**src/rtl/sync_fifo_ctl.sv**
```systemverilog
// sync_fifo_ctl: single-clock FIFO with count, almost flags and sticky errors; define SYNC_FIFO_FWFT_EN for first-word-fall-through reads
module sync_fifo_ctl #(
  parameter int DSIZE = 8,
  parameter int ASIZE = 4,
  parameter int AFULL_TH = 12,
  parameter int AEMPTY_TH = 4
) (
  input  logic             clk,
  input  logic             rst_n,
  input  logic [DSIZE-1:0] wdata,
  input  logic             winc,
  output logic             wfull,
  output logic             walmost_full,
  input  logic             rinc,
  output logic [DSIZE-1:0] rdata,
  output logic             rempty,
  output logic             ralmost_empty,
  output logic [ASIZE:0]   count,
  output logic             overflow,
  output logic             underflow
);
  localparam int DEPTH = 1 << ASIZE;
  localparam logic [ASIZE:0] AFULL = AFULL_TH[ASIZE:0];
  localparam logic [ASIZE:0] AEMPTY = AEMPTY_TH[ASIZE:0];
  logic [DSIZE-1:0] mem [DEPTH];
  logic [ASIZE:0] wptr_q, wptr_d, rptr_q, rptr_d, count_q, count_d;
  logic overflow_q, overflow_d, underflow_q, underflow_d, we, re;
  assign wfull = (wptr_q[ASIZE] != rptr_q[ASIZE]) && (wptr_q[ASIZE-1:0] == rptr_q[ASIZE-1:0]);
  assign rempty = wptr_q == rptr_q;
  assign walmost_full = count_q >= AFULL;
  assign ralmost_empty = count_q <= AEMPTY;
  assign count = count_q;
  assign overflow = overflow_q;
  assign underflow = underflow_q;
  always_comb begin
    we = winc && !wfull;
    re = rinc && !rempty;
    wptr_d = wptr_q + (ASIZE+1)'(we);
    rptr_d = rptr_q + (ASIZE+1)'(re);
    count_d = count_q + (ASIZE+1)'(we) - (ASIZE+1)'(re);
    overflow_d = overflow_q || (winc && wfull);
    underflow_d = underflow_q || (rinc && rempty);
  end
  always_ff @(posedge clk or negedge rst_n) begin
    if (!rst_n) begin
      wptr_q <= '0;
      rptr_q <= '0;
      count_q <= '0;
      overflow_q <= 1'b0;
      underflow_q <= 1'b0;
    end else begin
      wptr_q <= wptr_d;
      rptr_q <= rptr_d;
      count_q <= count_d;
      overflow_q <= overflow_d;
      underflow_q <= underflow_d;
    end
  end
  always_ff @(posedge clk) begin
    if (we) mem[wptr_q[ASIZE-1:0]] <= wdata;
  end
`ifdef SYNC_FIFO_FWFT_EN
  assign rdata = mem[rptr_q[ASIZE-1:0]];
`else
  logic [DSIZE-1:0] rdata_q, rdata_d;
  assign rdata_d = re ? mem[rptr_q[ASIZE-1:0]] : rdata_q;
  assign rdata = rdata_q;
  always_ff @(posedge clk or negedge rst_n) begin
    if (!rst_n) rdata_q <= '0;
    else rdata_q <= rdata_d;
  end
`endif
endmodule

```
**config.mk**
```make
export PLATFORM = sky130hd
export DESIGN_NAME = sync_fifo_ctl
export DESIGN_NICKNAME = d
export VERILOG_FILES = /design/src/rtl/sync_fifo_ctl.sv
export SDC_FILE = /design/constraint.sdc
export NUM_CORES = 1
export LEC_CHECK = 0
export BUFFER_PORTS_ARGS = -buffer_cell sky130_fd_sc_hd__buf_4
export CAP_MARGIN = 20
export CORE_MARGIN = 10
export CORE_UTILIZATION = 62
export CTS_CLUSTER_SIZE = 10
export DETAILED_ROUTE_END_ITERATION = 7
export PLACE_DENSITY_LB_ADDON = 0.12
export SYNTH_ARGS = -nofsm -noshare
export SYNTH_HDL_FRONTEND = slang
export SYNTH_SLANG_ARGS = --single-unit
```
**constraint.sdc**
```tcl
create_clock -name clk -period 4.9 [get_ports clk]
set_clock_uncertainty 0.2 [all_clocks]
set_input_delay 0.98 -clock clk [delete_from_list [all_inputs] [get_ports clk]]
set_output_delay 0.98 -clock clk [all_outputs]
set_load 0.05 [all_outputs]
```
After elaboration in Yosys (flattened, before gate mapping)
Memory sizes are Yosys's and may differ from the RTL's. A register that Yosys moved wholly into a read port is not among the register bits.
Index checks and enable logic that the tools add are counted.
{"block": "totals", "in_bits": 12, "memories": 1, "regBits": 17, "elab_cells": 27, "mem_bits_rw": 128}
{"block": "classes", "add_sub_neg": 4, "eq_ne": 3, "n_reduce_logical": 10, "magnitude_cmp": 2, "mux": 2}
{"memory": "mem", "depth": 16, "width": 8, "rd": 1, "rd_clocked_by_memory_dff": 1, "wr": 1, "line_no": "25", "source": "logic [DSIZE-1:0] mem [DEPTH];"}
{"operator": "adder 5 x 1 -> 5 bit", "count": 3}
{"operator": "equality test 5 bit", "count": 1}
{"operator": "greater-or-equal comparator 5 x 4 -> 1 bit (second input constant)", "count": 1}
{"operator": "<= comparator 5 x 3 -> 1 bit (second input constant)", "count": 1}
{"operator": "logical AND 1 bit", "count": 5}
{"operator": "subtractor 5 x 1 -> 5 bit", "count": 1}
{"operator": "equality test 4 bit", "count": 1}
{"operator": "zero test 1 bit", "count": 3}
{"operator": "logical OR 1 bit", "count": 2}
{"operator": "2-to-1 mux 1 bit", "count": 2}
{"operator": "inequality test 1 bit", "count": 1}

Depth between registers and ports, before layout
Gate-level depths: netlist (run 1).
{"block": "logic_depth", "ltp_word": 6, "ltp_mapped": 11}

Worst setup path after synthesis (run 1)
No wires, ideal clock.
{"block": "synth_path", "path_kind": "reg-to-reg", "startpoint": "reg wptr_q[1]", "endpoint": "reg count_q[4], in the netlist count[4]", "required_time_ns": 4.621, "path_stages_with_launch": 12, "setup_ns": 0.079, "path_buffers": 2, "arrival_time_ns": 2.525, "period_less_slack_ns": 2.804, "setup_slack_ns": 2.096, "cell_sequence": "dfrtp_1 -> buf_2 -> xnor2_1 -> nand4_1 -> o21ai_1 -> buf_4 -> xor2_1 -> ha_1 -> fa_1 -> a21o_1 -> a21oi_1 -> xor2_1"}
{"block": "synth_via", "elab_chain_cells": 6, "elab_cells_between_ends": 9}
{"element": "start, declared", "line_no": "26", "source": "logic [ASIZE:0] wptr_q, wptr_d, rptr_q, rptr_d, count_q, count_d;"}
{"element": "start signal, assigned", "line_no": "52", "source": "wptr_q <= wptr_d;"}
{"element": "equality test 4 bit", "line_no": "28", "source": "assign wfull = (wptr_q[ASIZE] != rptr_q[ASIZE]) && (wptr_q[ASIZE-1:0] == rptr_q[ASIZE-1:0]);"}
{"element": "logical AND 1 bit", "line_no": "28"}
{"element": "zero test 1 bit", "line_no": "36", "source": "we = winc && !wfull;"}
{"element": "logical AND 1 bit", "line_no": "36"}
{"element": "adder 5 x 1 -> 5 bit", "line_no": "40", "source": "count_d = count_q + (ASIZE+1)'(we) - (ASIZE+1)'(re);"}
{"element": "subtractor 5 x 1 -> 5 bit *", "line_no": "40"}
{"element": "named net count_d[4]", "line_no": "26"}
{"element": "end signal, assigned", "line_no": "54", "source": "count_q <= count_d;"}
{"element": "end, declared", "line_no": "26"}
The timed path passes the listed nets; every way through them passes the cells marked *.

Worst setup path after layout (run 1)
{"block": "layout_path", "startpoint": "reg wptr_q[2]", "endpoint": "out rempty"}
{"block": "layout_via", "elab_chain_cells": 1}
{"element": "equality test 5 bit", "line_no": "29", "source": "assign rempty = wptr_q == rptr_q;"}
{"element": "end, declared", "line_no": "16", "source": "output logic rempty,"}
No other way between the ends.

==> results of run 1 <==
registers in the layout, summed over array words and instances (netlist names):
| signal | cells |
|---|---|
| count | 5 |
| mem | 128 |
| overflow | 1 |
| rdata | 8 |
| rptr_q | 5 |
| underflow | 1 |
| wptr_q | 5 |
layout make-up:
| class | instances | share of cell area |
|---|---|---|
| Multi-Input combinational cell | 141 | 0.217 |
| Timing Repair Buffer | 45 | 0.0473 |
| Inverter | 7 | 0.00368 |
| Tap cell | 133 | 0.0233 |
| Clock inverter | 14 | 0.0240 |
| Sequential cell | 153 | 0.627 |
| Clock buffer | 18 | 0.0586 |
cell usage after synthesis, types with 3 or more instances:
cell | number | area share
mux2_2 | 8 | 0.015
buf_2 | 4 | 0.0033
clkbuf_1 | 5 | 0.0031
ha_1 | 11 | 0.022
nand2_1 | 11 | 0.0067
buf_6 | 3 | 0.0055
dfrtp_1 | 25 | 0.10
xor2_1 | 6 | 0.0086
inv_1 | 7 | 0.0043
nand2b_1 | 3 | 0.0031
xnor2_1 | 11 | 0.016
a22oi_1 | 16 | 0.020
edfxtp_1 | 128 | 0.63
mux4_2 | 32 | 0.12
nor4_1 | 8 | 0.0082
a21o_1 | 4 | 0.0049
buf_4 | 3 | 0.0037
nor2_1 | 8 | 0.0049
nand3_1 | 3 | 0.0024
nor3_1 | 5 | 0.0041
metrics by stage:
stage	setup slack, ns	util	instance area, µm²	hold slack (ns)
after global placement	2.05	0.673	6550	0.241
after global routing	1.61	0.733	7140	0.177
after detailed placement	2.01	0.673	6550	0.252
after floorplan	2.10	-	6140	0.273
after CTS	1.76	0.733	7140	0.152
final	1.76	0.733	7140	0.158
power by group:
group / leakage, nW / total, mW / internal, mW / switching [mW]
combinational: 0.798 / 1.62 / 0.663 / 0.956
clock: 0.286 / 1.28 / 0.780 / 0.500
sequential: 1.45 / 1.79 / 1.64 / 0.150
total: 2.53 / 4.69 / 3.08 / 1.61
per-layer routing:
| metal | part of all wire | GRT usage |
|---|---|---|
| met1 | 0.40 | 0.233 |
| met2 | 0.50 | 0.269 |
| met3 | 0.091 | 0.0474 |
| met4 | 0.012 | 0.0837 |
| met5 | 0 | 0 |
worst max path at each step:
stage	to	slack [ns]	depth (start not counted)
detailed placement	count[4]	2.01	10
global placement	count[4]	2.05	9
floorplan	count[4]	2.10	11
global route	rempty	1.61	4
finish	rempty	1.76	4
CTS	rempty	1.76	4
cell families after synthesis:
group | synth area share
compound gates | 0.0334
xor+xnor | 0.0243
fa+ha+maj | 0.0257
buf+inv | 0.0210
flops | 0.728
mux | 0.132
simple gates | 0.0355
==> reports/summary.txt, run 1 <==
Nature of the critical path endpoint = output port
Row cnt = 36
Dpl cells = 479
Data arrival, critical path = 1.96 ns
RSZ-0062 raised after global routing = no
Post-CTS resize count = 0
Clk_lat worst skew = 0.52 ns
Startpoint class of the critical path = register
Commonest non-fill, non-tap cell in the layout = edfxtp_1
Crit Path Category = register to output port
Fillcell total = 587
Crit-path max FO = 14
Critical path's slowest cell = dfrtp_1
Post-synth top flop = edfxtp_1
Reg-to-reg startpoint = wptr_q[2]
Final Power = 4.69 mW
Ys Warns = 0
DR vias = 3058
Mapped Cells = 318
DRC = 0
R2r worst-path depth = 10
Post-Syn Nets = 342
Detailed Place HPWL = 7430 µm
Top Ports = 31
Multi-input combinational cell area = 0.00155 mm²
PD cells = 657 mW/mm²
Fin nets = 389
Largest net degree at the start of global routing = 36
Initial Util = 0.631
Global-route wire length before repair = 18700 µm
Die W = 120 µm
Initial DRC Count = 294
WL per Instance = 23.5 µm
Data required time of the worst path = 3.72 ns
Die height = 120 µm
WP buf/inv = 1
Hold-fix buffers, CTS = 0
Clock root buffer = clkbuf_8
Max capacitance violation total = 0
Sequential share of the synthesized area = 0.728
Deepest clock path buffer count = 2
CP max stage delay = 0.61 ns
Flops & latches, synth = 153
Worst R2R Setup Slack = 1.97 ns
Max Clock Freq = 318 MHz
CTS tree = built
Gpl congestion = 0.852
Final setup viols = 0
Max H-tree Level = 4
Share of cells above drive strength 1 = 0.307
Fin crit share = 0.641
Finished Layout Cells = 511
Crit path from = wptr_q[2]
Post-synth cell types = 33
Maximum VDD drop = 389 µV
Slew at the pin closest to its max-slew limit = 1.02 ns
DRT antenna net count = 0
Commonest non-fill, non-tap cells in the layout = 128 x edfxtp_1, 45 x buf_4, 32 x mux4_2, 24 x dfrtp_1
Fin crit period = 3.14 ns
Slew Viols, Final = 0
Leakage = 2.53 nW
CP Cell Sequence = xnor2_1 > nand4_1 > nor2_1 > buf_4
Synthesized area per cell = 19.3 µm²
Setup_tns = 0 ns
Delay-heaviest family, CP = flip-flops
Hold Path Class = input pin to asynchronous set/reset pin
Core area = 0.00973 mm²
Routed vias/inst = 5.98
Layout area overhead = 16.2%
Ys async rst share = 0.163
Post-synth EDFFs = 128
Max-slew headroom = 0.316
Post-CTS setup buffer count = 0
Inserted Clock Buffers = 17
Port Buffers = 30
Clk sink count = 153
Gr usage total = 0.177
DRT Pass-1 Iters = 5
Syn Std Cell Area = 0.00614 mm²
Routed WL = 12000 µm
Worst-path clk slew = 0.06 ns
Total grt overflow = 0
Status = finished, final reports clean
Vias in the first global route = 3238
Area occupied by registers = 0.00447 mm²
Final hold viol count = 0
Worst R2R End = count[4]
Die Area = 0.0143 mm²
Antenna violations before repair = 0
Diodes inserted = 0
Note: power is estimated with default switching activity, not from simulation.
==> inputs of run 2 (changes only) <==
- CORE_UTILIZATION: 62 -> 55
- clock period: 4.9 -> 2.6 ns (I/O delays scaled with it)
==> reports/summary.txt, run 2 (synthesis results as in run 1) <==
Share of cells above drive strength 1 = 0.355
Vias in the first global route = 3200
Fin nets = 404
Clk_lat worst skew = 0.52 ns
Initial Util = 0.564
Max capacitance violation total = 0
Commonest non-fill, non-tap cell in the layout = edfxtp_1
Port Buffers = 30
Leakage = 2.62 nW
Worst hold slack = 0.0366 ns
WHS Endpoint = overflow
Max layer used = met4
Crit-path max FO = 4
Max-slew headroom = 0.508
Max Clock Freq = 403 MHz
DRT antenna net count = 0
WL met3 = 918 µm
Post-CTS setup buffer count = 0
Routed WL = 12300 µm
Setup_tns = 0 ns
Fin crit period = 2.48 ns
Deepest clock path buffer count = 2
DRT Pass-1 Iters = 4
Slew at the pin closest to its max-slew limit = 0.735 ns
Die W = 126 µm
DR vias = 3087
RSZ-0062 raised after global routing = no
Data required time of the worst path = 1.88 ns
Maximum VDD drop = 1090 µV
Nature of the critical path endpoint = output port
Worst R2R Setup Slack = 0.21 ns
Gr usage total = 0.162
Final setup viols = 0
Max reg flops = 128
Worst-path clk slew = 0.06 ns
Routed vias/inst = 5.80
WL per Instance = 23.2 µm
Layout area overhead = 19.1%
Inserted Clock Buffers = 17
Slew Viols, Final = 0
Total grt overflow = 0
Row cnt = 38
Hold Crit Start = winc
Initial DRC Count = 257
DRC = 0
Data arrival, critical path = 1.76 ns
CTS tree = built
R2r worst-path depth = 9
Antenna violations before repair = 0
Commonest non-fill, non-tap cells in the layout = 128 x edfxtp_1, 55 x buf_4, 32 x mux4_2, 24 x dfrtp_1
Fillcell total = 740
Startpoint class of the critical path = register
Crit Path Category = register to output port
Worst Hold Path Cells = 2
Gpl congestion = 0.793
Detailed Place HPWL = 8070 µm
Clk sink count = 153
Diodes inserted = 0
Core area = 0.0109 mm²
Die height = 126 µm
Clock root buffer = clkbuf_8
Reg-to-reg startpoint = rptr_q[0]
Global-route wire length before repair = 19300 µm
Final hold viol count = 0
Worst R2R End = count[4]
Status = finished, final reports clean
Hold Path Class = input pin to register
Max H-tree Level = 4
Fin crit share = 0.954
PD cells = 1240 mW/mm²
Wl on met1 = 5140 µm
Top Ports = 31
DR WL met2 = 6180 µm
Largest net degree at the start of global routing = 36
Die Area = 0.0158 mm²
run 2: cell count changes in the layout (fill, tap and decap cells not counted), moves of 3 or more:
cell	before	now
buf_4	45	55
nor4_1	8	4
nor4_2	0	4
clkinv_2	1	4
xnor2_1	11	8
xnor2_2	0	3
run 2: worst max-delay path: stages (launching register included):
cell and delay (ns):
dfrtp_2 0.44, xnor2_2 0.12, nand4_1 0.18, buf_4 0.21
nor2_2 0.11, buf_6 0.17
run 2: layout make-up:
cell class	instances	area, µm²	share of cell area
timing repair buffer	60	475	0.0650
tap	140	175	0.0240
clock inverter	11	130	0.0178
clock buffer	20	425	0.0582
inverter	7	26.3	0.00359
sequential	153	4470	0.611
multi-input combinational	141	1610	0.220
run 2: worst max-delay path by stage:
stage	startpoint	to	slack, ns	cells after the start
final	rptr_q[0]	rempty	0.12	5
after global placement	wptr_q[2]	count[4]	0.23	9
after CTS	wptr_q[2]	rempty	0.02	5
after global routing	rptr_q[0]	wfull	0.02	5
after floorplan	rptr_q[3]	count[4]	0.002	11
after detailed placement	wptr_q[2]	count[4]	0.20	9
run 2: metrics by stage:
step | power (mW) | instance area [µm²] | utilization | instances | setup slack [ns]
after floorplan | 5.80 | 6200 | - | 318 | 0.00171
after global placement | 6.75 | 6720 | 0.618 | 499 | 0.232
after detailed placement | 6.81 | 6720 | 0.618 | 499 | 0.198
after CTS | 9.14 | 7300 | 0.670 | 532 | 0.0217
after global routing | 9.50 | 7310 | 0.672 | 532 | 0.0243
final | 9.05 | 7310 | 0.672 | 532 | 0.120
run 2: what timing repair did:
item / in CTS / in global routing
endpoints found under the setup margin: 0 / 2
gates resized for setup: 0 / 4
endpoints found under the hold margin: 26 / 0
hold buffers: 2 / 0
run 2: where the power goes:
part | internal, mW | switching (mW)
clock network | 1.44 | 0.872
registers | 3.09 | 0.219
logic | 1.44 | 1.99
total | 5.97 | 3.08
run 2: metal layers:
| metal | track usage | vias up |
|---|---|---|
| li1 | - | 1396 |
| met1 | 0.224 | 1570 |
| met2 | 0.246 | 114 |
| met3 | 0.0419 | 7 |
| met4 | 0.0528 | 0 |
| met5 | 0 | - |
==> inputs of run 3 (changes only) <==
- REMOVE_ABC_BUFFERS: not set -> 1
- SKIP_CTS_REPAIR_TIMING: not set -> 1
==> reports/summary.txt, run 3 (synthesis results as in run 1) <==
Status = finished, final reports clean
Fin area = 0.00736 mm²
Antenna violations before repair = 0
Data required time of the worst path = 1.88 ns
Fin crit share = 0.964
Worst-path clk slew = 0.06 ns
Fillcell total = 697
DR vias = 3142
Die height = 126 µm
DRT Pass-1 Iters = 4
Deepest clock path buffer count = 2
Detailed Place HPWL = 7710 µm
Crit Path Category = register to output port
GRT met3 Usage = 0.0461
Max H-tree Level = 4
Share of cells above drive strength 1 = 0.372
Global-route met1 utilization = 0.206
Startpoint class of the critical path = register
Layout area overhead = 19.9%
Port Buffers = 30
Die W = 126 µm
Gr busiest metal = met2
Row cnt = 38
Routed WL = 11900 µm
Max-slew headroom = 0.588
Dpl cells = 503
Vias in the first global route = 3344
Hold Path Class = input pin to register
CTS tree = built
Top Ports = 31
Gr usage total = 0.158
Largest net degree at the start of global routing = 36
Diodes inserted = 0
Gpl congestion = 0.825
Final Power = 9.11 mW
DRT antenna net count = 0
Max Clock Freq = 399 MHz
Leakage = 2.63 nW
PD cells = 1240 mW/mm²
Fin crit period = 2.51 ns
Slew Viols, Final = 0
Total grt overflow = 0
Final hold viol count = 0
Fin nets = 409
Max reg flops = 128
Clk sink count = 153
Clock root buffer = clkbuf_8
WL per Instance = 22.1 µm
Initial DRC Count = 166
Commonest non-fill, non-tap cell in the layout = edfxtp_1
Inserted Clock Buffers = 17
Data arrival, critical path = 1.79 ns
RSZ-0062 raised after global routing = yes
Maximum VDD drop = 1060 µV
Routed vias/inst = 5.84
Slew at the pin closest to its max-slew limit = 0.617 ns
Max capacitance violation total = 0
Die Area = 0.0158 mm²
Final setup viols = 0
Placed cell areas = 0.00672 mm²
Initial Util = 0.564
Core area = 0.0109 mm²
Met2 usage in global routing = 0.248
Global-route wire length before repair = 19100 µm
Crit-path max FO = 3
Nature of the critical path endpoint = output port
Clk_lat worst skew = 0.53 ns
Commonest non-fill, non-tap cells in the layout = 128 x edfxtp_1, 61 x buf_4, 32 x mux4_2, 24 x dfrtp_1
Finished Layout Cells = 538
DRC = 0
## run 3: worst max-delay path, cell delays in order, from the launching register on
cell and delay, ns:
dfrtp_2 0.44, xnor2_2 0.15, nand4_1 0.19, buf_4 0.22, nor2_4 0.10, buf_6 0.16
## run 3: final timing paths
kind	slack [ns]	from	end	cells past startpoint
setup / recovery	0.09	rptr_q[0]	wfull	5
hold / removal	0.02	rinc	underflow	2
setup reg to reg	0.14	rptr_q[0]	count[4]	9
hold reg to reg	0.26	overflow	overflow	1
max in group asynchronous	1.71	rst_n	rptr_q[0]	2
min in group asynchronous	0.23	rst_n	wptr_q[4]	2
## run 3: cell type report
type	instances	area [µm²]	area share
inverter	7	26.3	0.00357
sequential	153	4470	0.607
clock inverter	14	150	0.0204
timing repair buffer	65	510	0.0693
tap	140	175	0.0238
clock buffer	18	418	0.0568
multi-input combinational	141	1610	0.219
## run 3: power breakdown
group          switching, mW  leakage [nW]  internal (mW)  total, mW
clock                  0.964         0.268           1.37       2.33
sequential             0.207          1.45           3.09       3.30
combinational           2.00         0.916           1.48       3.48
total                   3.18          2.63           5.94       9.11
## run 3: layer usage
metal,part of all wire,wire (µm),vias up
li1,-,-,1409
met1,0.45,5290,1645
met2,0.50,5900,74
met3,0.045,529,14
met4,0.013,153,0
met5,0,0,-
## run 3: per-stage QoR
| step | setup WS (ns) | TNS, ns | util | hold WS, ns |
|---|---|---|---|---|
| floorplan | -1.45 | -128.73 | - | 0.0244 |
| global placement | 0.0707 | 0 | 0.617 | 0.237 |
| detailed placement | 0.0155 | 0 | 0.617 | 0.241 |
| CTS | -0.0156 | -0.0156 | 0.669 | -0.319 |
| global route | -0.0369 | -0.101 | 0.676 | 0.00919 |
| finish | 0.0935 | 0 | 0.676 | 0.0198 |
